--- src/rtl/kronos_types.sv ---
// Shared Kronos pipeline types and constants.
package kronos_types;

  localparam logic [31:0] FOUR = 32'h4;

  localparam int unsigned FETCH_DEPTH_MIN = 1;
  localparam int unsigned FETCH_DEPTH_PF  = 2;

  typedef struct packed {
    logic [31:0] pc;
    logic [31:0] ir;
  } pipeIFID_t;

endpackage

--- src/rtl/kronos_fetch_buffer.sv ---
// Shift-register FIFO of fetched {pc, ir} entries.
// The head is always entry 0, so the output is a plain register.
module kronos_fetch_buffer
  import kronos_types::*;
#(
  parameter  int unsigned DEPTH = 2,
  localparam int unsigned CNT_W = $clog2(DEPTH + 1)
)(
  input  logic             clk,
  input  logic             rst,
  input  logic             push,
  input  pipeIFID_t        push_data,
  input  logic             pop,
  input  logic             flush,
  output logic [CNT_W-1:0] count,
  output pipeIFID_t        head
);

  pipeIFID_t        entries   [DEPTH];
  pipeIFID_t        entries_d [DEPTH];
  logic [CNT_W-1:0] count_d;
  logic [CNT_W-1:0] wr_idx;
  logic             pop_eff;
  logic             push_eff;

  assign head = entries[0];

  // Pop shifts everything toward the head; push lands just past the last live entry.
  always_comb begin
    entries_d = entries;
    count_d   = count;
    pop_eff   = pop && (count != '0);
    push_eff  = push && ((32'(count) < DEPTH) || pop_eff);
    wr_idx    = count - CNT_W'(pop_eff);
    if (flush) begin
      count_d = '0;
    end else begin
      if (pop_eff) begin
        for (int i = 0; i < int'(DEPTH) - 1; i++) begin
          entries_d[i] = entries[i + 1];
        end
      end
      for (int i = 0; i < int'(DEPTH); i++) begin
        if (push_eff && (32'(wr_idx) == 32'(i))) begin
          entries_d[i] = push_data;
        end
      end
      count_d = count + CNT_W'(push_eff) - CNT_W'(pop_eff);
    end
  end

  always_ff @(posedge clk or posedge rst) begin
    if (rst) begin
      count <= '0;
      for (int i = 0; i < int'(DEPTH); i++) begin
        entries[i] <= '0;
      end
    end else begin
      count   <= count_d;
      entries <= entries_d;
    end
  end

endmodule

--- src/rtl/kronos_fetch.sv ---
// Kronos instruction fetch: sequential PC, single-outstanding bus request,
// redirect with in-flight discard. KRONOS_FETCH_PREFETCH_EN selects a 2-deep buffer.
module kronos_fetch
  import kronos_types::*;
#(
  parameter logic [31:0] BOOT_ADDR = 32'h0
)(
  input  logic        clk,
  input  logic        rst,
  output logic [31:0] instr_addr,
  output logic        instr_req,
  input  logic        instr_ack,
  input  logic [31:0] instr_data,
  input  logic        branch,
  input  logic [31:0] branch_target,
  output pipeIFID_t   fetch,
  output logic        fetch_vld,
  input  logic        fetch_rdy
);

`ifdef KRONOS_FETCH_PREFETCH_EN
  localparam int unsigned DEPTH = FETCH_DEPTH_PF;
`else
  localparam int unsigned DEPTH = FETCH_DEPTH_MIN;
`endif
  localparam int unsigned CNT_W = $clog2(DEPTH + 1);

  logic [31:0]      pc, pc_d;
  logic [31:0]      redir_pc, redir_pc_d;
  logic [31:0]      target;
  logic             req_d;
  logic             discard, discard_d;
  logic             ack, push, pop;
  logic [CNT_W-1:0] count, count_post;
  pipeIFID_t        push_data;

  assign instr_addr = pc;
  assign target     = branch_target & ~32'h3;
  assign ack        = instr_req & instr_ack;
  assign push       = ack & ~discard & ~branch;
  assign pop        = fetch_vld & fetch_rdy;
  assign push_data  = {pc, instr_data};
  assign fetch_vld  = (count != '0);
  assign count_post = branch ? '0 : count + CNT_W'(push) - CNT_W'(pop);

  kronos_fetch_buffer #(.DEPTH(DEPTH)) u_buffer (
    .clk       (clk),
    .rst       (rst),
    .push      (push),
    .push_data (push_data),
    .pop       (pop),
    .flush     (branch),
    .count     (count),
    .head      (fetch)
  );

  always_ff @(posedge clk or posedge rst) begin
    if (rst) begin
      pc        <= BOOT_ADDR;
      instr_req <= 1'b0;
      discard   <= 1'b0;
      redir_pc  <= '0;
    end else begin
      pc        <= pc_d;
      instr_req <= req_d;
      discard   <= discard_d;
      redir_pc  <= redir_pc_d;
    end
  end

  // A redirect during an unacked request parks the target until the stale ack
  // arrives, so the bus address stays stable for the life of the request.
  always_comb begin
    pc_d       = pc;
    req_d      = instr_req;
    discard_d  = discard;
    redir_pc_d = redir_pc;
    if (branch) begin
      if (instr_req && !instr_ack) begin
        discard_d  = 1'b1;
        redir_pc_d = target;
      end else begin
        pc_d      = target;
        discard_d = 1'b0;
        req_d     = 1'b1;
      end
    end else if (ack) begin
      pc_d      = discard ? redir_pc : pc + FOUR;
      discard_d = 1'b0;
      req_d     = (32'(count_post) < DEPTH);
    end else if (!instr_req) begin
      req_d = (32'(count_post) < DEPTH);
    end
  end

endmodule

--- config.mk ---
export PLATFORM = sky130hd
export DESIGN_NAME = kronos_fetch
export DESIGN_NICKNAME = d
export VERILOG_FILES = /design/src/rtl/kronos_types.sv /design/src/rtl/kronos_fetch_buffer.sv /design/src/rtl/kronos_fetch.sv
export SDC_FILE = /design/constraint.sdc
export NUM_CORES = 1
export LEC_CHECK = 0
export ABC_CLOCK_PERIOD_IN_PS = 1950
export CAP_MARGIN = 25
export CELL_PAD_IN_SITES_DETAIL_PLACEMENT = 0
export CELL_PAD_IN_SITES_GLOBAL_PLACEMENT = 1
export CORE_MARGIN = 2
export CORE_UTILIZATION = 35
export DETAILED_ROUTE_END_ITERATION = 12
export GPL_TIMING_DRIVEN = 0
export PLACE_DENSITY = 0.88
export SYNTH_ARGS = -nofsm -noshare
export SYNTH_HDL_FRONTEND = slang
export SYNTH_HIERARCHICAL = 1
export SYNTH_SLANG_ARGS = --single-unit
--- constraint.sdc ---
create_clock -name clk -period 1.95 [get_ports clk]
set_clock_uncertainty 0.1 [all_clocks]
set_input_delay 0.39 -clock clk [delete_from_list [all_inputs] [get_ports clk]]
set_output_delay 0.39 -clock clk [all_outputs]
set_load 0.01 [all_outputs]
Word-level counts from Yosys, hierarchy flattened
Index checks and enable logic that the tools add are counted.

Flip-flop bits (word level): 129. Output and inout port bits: 98. Logic and storage cells: 46.

Reductions and logical operators: 10. Bitwise gates (word level): 7. Multiplexer cells: 13. Equality and inequality tests: 1. Magnitude comparators: 2. Add/sub/neg operators: 6.

Operators with widths (count): 2-to-1 mux 32 bit (4); adder 32 x 3 -> 32 bit, second input constant (1); 2-to-1 mux 1 bit (9); AND reduction 2 bit (3); AND 1 bit (4); logical AND 1 bit (4); NOT 1 bit (3); subtractor 1 bit (3); adder 1 bit (2); < comparator 1 bit, second input constant (2); != test 2 bit, second input constant (1); nonzero test 2 bit (1); logical NOT 1 bit (1); logical OR 1 bit (1).

Longest topological paths before layout
Word-level depth: 10. Depth in mapped cells: 7. Gate-level depth less buffers: 5.

By module
The synthesis kept the hierarchy.

By module, submodules not included: kronos_fetch (times used 1, area each 3753.6 µm², cells an instance 418); kronos_fetch_buffer (times used 1, area each 2741.4 µm², cells an instance 141).

Worst setup path before layout
Ideal clock, no wire load.

Path kind: register to register. Start: reg pc[11], in the netlist instr_addr[11]. End: reg pc[26], in the netlist instr_addr[26]. Period minus slack after synthesis: 2.218 ns. Required time: 1.724 ns. Path slack: -0.268 ns. Library setup time: 0.126 ns. Data arrival time: 1.992 ns. Cell stages (with the launch flop): 6. Cell sequence: dfrtp_1 > nand4_1 > or4_1 > buf_2 > or3_1 > a311o_1.

Word-level cells in the longest chain between the ends: 4.

Ends and longest elaborated chain: start, declared (RTL line kronos_fetch.sv:28) `logic [31:0] pc, pc_d;`; start signal, assigned (RTL line kronos_fetch.sv:64) `pc <= pc_d;`; adder 32 x 3 -> 32 bit (RTL line kronos_fetch.sv:88) `pc_d = discard ? redir_pc : pc + FOUR;`; 2-to-1 mux 32 bit (RTL line kronos_fetch.sv:88); 2-to-1 mux 32 bit (RTL line kronos_fetch.sv:87) `end else if (ack) begin`; 2-to-1 mux 32 bit (RTL line kronos_fetch.sv:78) `if (branch) begin`.

No other way between the ends. The select of a mux whose other input is x is not followed. A chain may end at the register's enable or synchronous reset.

Final worst setup path
Start: reg pc[14], in the netlist instr_addr[14]. End: reg pc[26], in the netlist instr_addr[26].

The elaborated chain is that of the path after synthesis.

==> results.json <==
{
  "status": "finished with violations",
  "violations": "setup timing",
  "whs_endpoint": "u_buffer/count",
  "clk_path_buf_depth": 2,
  "place.gp.congestion": 0.9073,
  "seqCellArea_sq_um": 3211,
  "place_ws_ns": -1.469,
  "synth_edf_count": 0,
  "r2r-end": "instr_addr[26]",
  "drive_gt1_share_pct": 32.76,
  "max_slew.worst_pin.slew_ns": 0.6784,
  "required_ns": 2.15,
  "postRouteAntennaNets": 0,
  "crit_start": "instr_addr[14]",
  "rows": 49,
  "grt_usage_pct": 21.74,
  "clock_latency_ns": 0.42,
  "synth_top_flop_cell": "dfrtp_1",
  "clock_tree.root_cell": "clkbuf_16",
  "synth_top_cells_by_count": "dfrtp_1, mux2_4, nand2_1",
  "ys_warn_count": 6,
  "hold_viol_final": 0,
  "start_kind": "flop",
  "rr_worst_depth": 5,
  "worstPathCellList": "buf_12, nand3_4, or4_4, or3_1, a311o_1",
  "vdd_drop_max_v": 0.0004552,
  "cp.arrival_ns": 2.25,
  "yosysUniqueCellTypes": 66,
  "min-delay-path-class": "input port to flop",
  "grt_pass1_vias": 5723,
  "drt_first_pass_iters": 5,
  "avgSynthCellArea_sq_um": 11.62,
  "clkTransAtPathRegs_ns": 0.06,
  "drc": 0,
  "synth_top_area_share_pct": 48.93,
  "cpPeakStageDelay_ns": 0.60,
  "cts_made_buffers": 17,
  "synth_top_area_cell": "dfrtp_1",
  "diodes": 0,
  "worst_hold_slack_ns": 0.3503,
  "grt_max_degree": 38,
  "crit_slowest_cell": "or4_4",
  "power_density_nw_per_um2": 1177,
  "synth_cells": 559,
  "r2r_slack_ns": -0.1,
  "yosysMostFrequentCell": "dfrtp_1",
  "grt_first_pass_wirelength_um": 32730,
  "maxSlewHeadroom_pct": 54.68,
  "path_max_fanout": 4,
  "place_hpwl_um": 14690,
  "core-area_sq_um": 18090,
  "p_total_mw": 11.68,
  "setup_tns_ns": -0.3422,
  "fillers": 1502,
  "setup_slack_ns": -0.09966,
  "area_delta_synth_final_pct": 52.73,
  "cts_sinks": 127,
  "placed_cell_area_sq_um": 8533,
  "ys_seq_elements": 127,
  "vias_per_cell": 5.502,
  "setup_violations": 6,
  "cts_tree": "built",
  "cp-end-kind": "flop",
  "period_share_pct": 105.1,
  "fmax_mhz": 487.9,
  "initial_utilization_pct": 35.91,
  "dr.first_iter.drc_count": 526,
  "synth_area_leaders": "dfrtp_1, mux2_4, mux2_2, a21oi_1, nand2_1",
  "seq_area_frac_synth_pct": 48.93,
  "period_needed_ns": 2.050,
  "power_leakage_nw": 4.229,
  "synth_async_sr_flop_share_pct": 100.0,
  "multi_input_area_sq_um": 3188,
  "regToRegStartpoint": "instr_addr[14]",
  "fin_nets": 875,
  "rsz0062_at_grt": "yes",
  "drv_slew": 0,
  "grt_antenna_before_repair": 0,
  "ctsHtreeMaxLevel": 4,
  "vias": 5761,
  "grt_remaining_overflow": 0,
  "holdCritStartpoint": "branch",
  "dieArea_sq_um": 19660,
  "pin_count": 167,
  "fp.dieH_um": 140.2,
  "die_w_um": 140.2,
  "avgRoutedWirePerCell_um": 20.38,
  "critPathKind": "flop to flop",
  "syn_area_sq_um": 6495,
  "finalWirelength_um": 21340,
  "cap_violations": 0,
  "io_buffers": 162,
  "finalInstanceArea_sq_um": 9920,
  "holdPathStages": 2
}
[critical path, delay by kind of cell (launching register included)]
kind	cells	cell delay, ns
simple gates	3	1.00
flops	1	0.40
compound gates	1	0.32
buf+inv	1	0.12
[cell usage in the layout (no fill, tap or decap), drive strengths merged, types with 6 or more instances in the layout]
| cell | count |
|---|---|
| nand4 | 12 |
| dlygate4sd2 | 20 |
| a21oi | 41 |
| nor4 | 6 |
| buf | 83 |
| or4 | 6 |
| inv | 17 |
| nand2 | 46 |
| nor2 | 13 |
| nand3 | 12 |
| clkdlybuf4s50 | 136 |
| clkbuf | 39 |
| o211ai | 8 |
| dfrtp | 127 |
| o21ai | 25 |
| mux2 | 86 |
| a22oi | 9 |
| and3 | 7 |
[kinds of logic (layout without fill, tap and decap cells)]
kind of cell / Yosys count / count (layout) / synth area share [%]
adder cells (fa/ha/maj): 1 / 1 / 0.1926
multiplexers: 89 / 89 / 18.84
buffers and inverters: 57 / 313 / 5.086
other: 1 / 4 / 0.05774
XOR/XNOR: 4 / 4 / 0.5393
AO/OA/AOI/OAI: 135 / 135 / 13.91
flip-flops: 127 / 127 / 48.93
AND/OR/NAND/NOR: 145 / 145 / 12.44
[layout make-up]
type                            count  area share [%]
Tap cell                          229           2.888
Clock buffer                       23           4.919
Timing Repair Buffer              226           21.76
Clock inverter                      9           1.804
Buffer                             35           3.267
Inverter                           20          0.8577
Multi-Input combinational cell    378           32.14
Sequential cell                   127           32.37
[stage by stage]
| stage | cells | util [%] |
|---|---|---|
| finish | 1047 | 54.85 |
| detailed placement | 955 | 47.18 |
| global placement | 953 | 46.96 |
| floorplan | 562 | - |
| CTS | 1035 | 53.73 |
| global route | 1047 | 54.85 |
[per-layer routing]
metal,global-route usage [%],up-vias,wire length (um)
li1,-,2571,-
met1,27.95,2816,8739
met2,34.67,338,9975
met3,6.222,36,2118
met4,8.719,0,502
met5,0,-,0
[where the power goes]
| part | switching (mW) | internal, mW | total, mW |
|---|---|---|---|
| sequential | 0.569 | 3.42 | 3.99 |
| clock | 1.19 | 2.41 | 3.59 |
| combinational | 1.65 | 2.45 | 4.10 |
[worst max-delay path by stage]
stage	endpoint	cells past startpoint
6_report	instr_addr[26]	5
4_1_cts	instr_addr[27]	6
3_3_place_gp	instr_addr[19]	7
2_1_floorplan	instr_addr[26]	5
3_5_place_dp	instr_addr[19]	7
5_1_grt	instr_addr[28]	6
[flip-flops by register name, summed over array words and instances, names as in the netlist]
name / flops
instr_addr: 30
u_buffer/head: 64
redir_pc: 30
instr_req: 1
u_buffer/count: 1
discard: 1
[repair_timing]
| action | in CTS | in global routing |
|---|---|---|
| endpoints found under the setup margin | 143 | 103 |
| pin swaps | 13 | 11 |
| resized for setup | 86 | 35 |
| buffers inserted | 49 | 13 |
| cloned | 1 | 0 |
| hold buffers | 0 | 0 |
(Power assumes the default switching activity.)
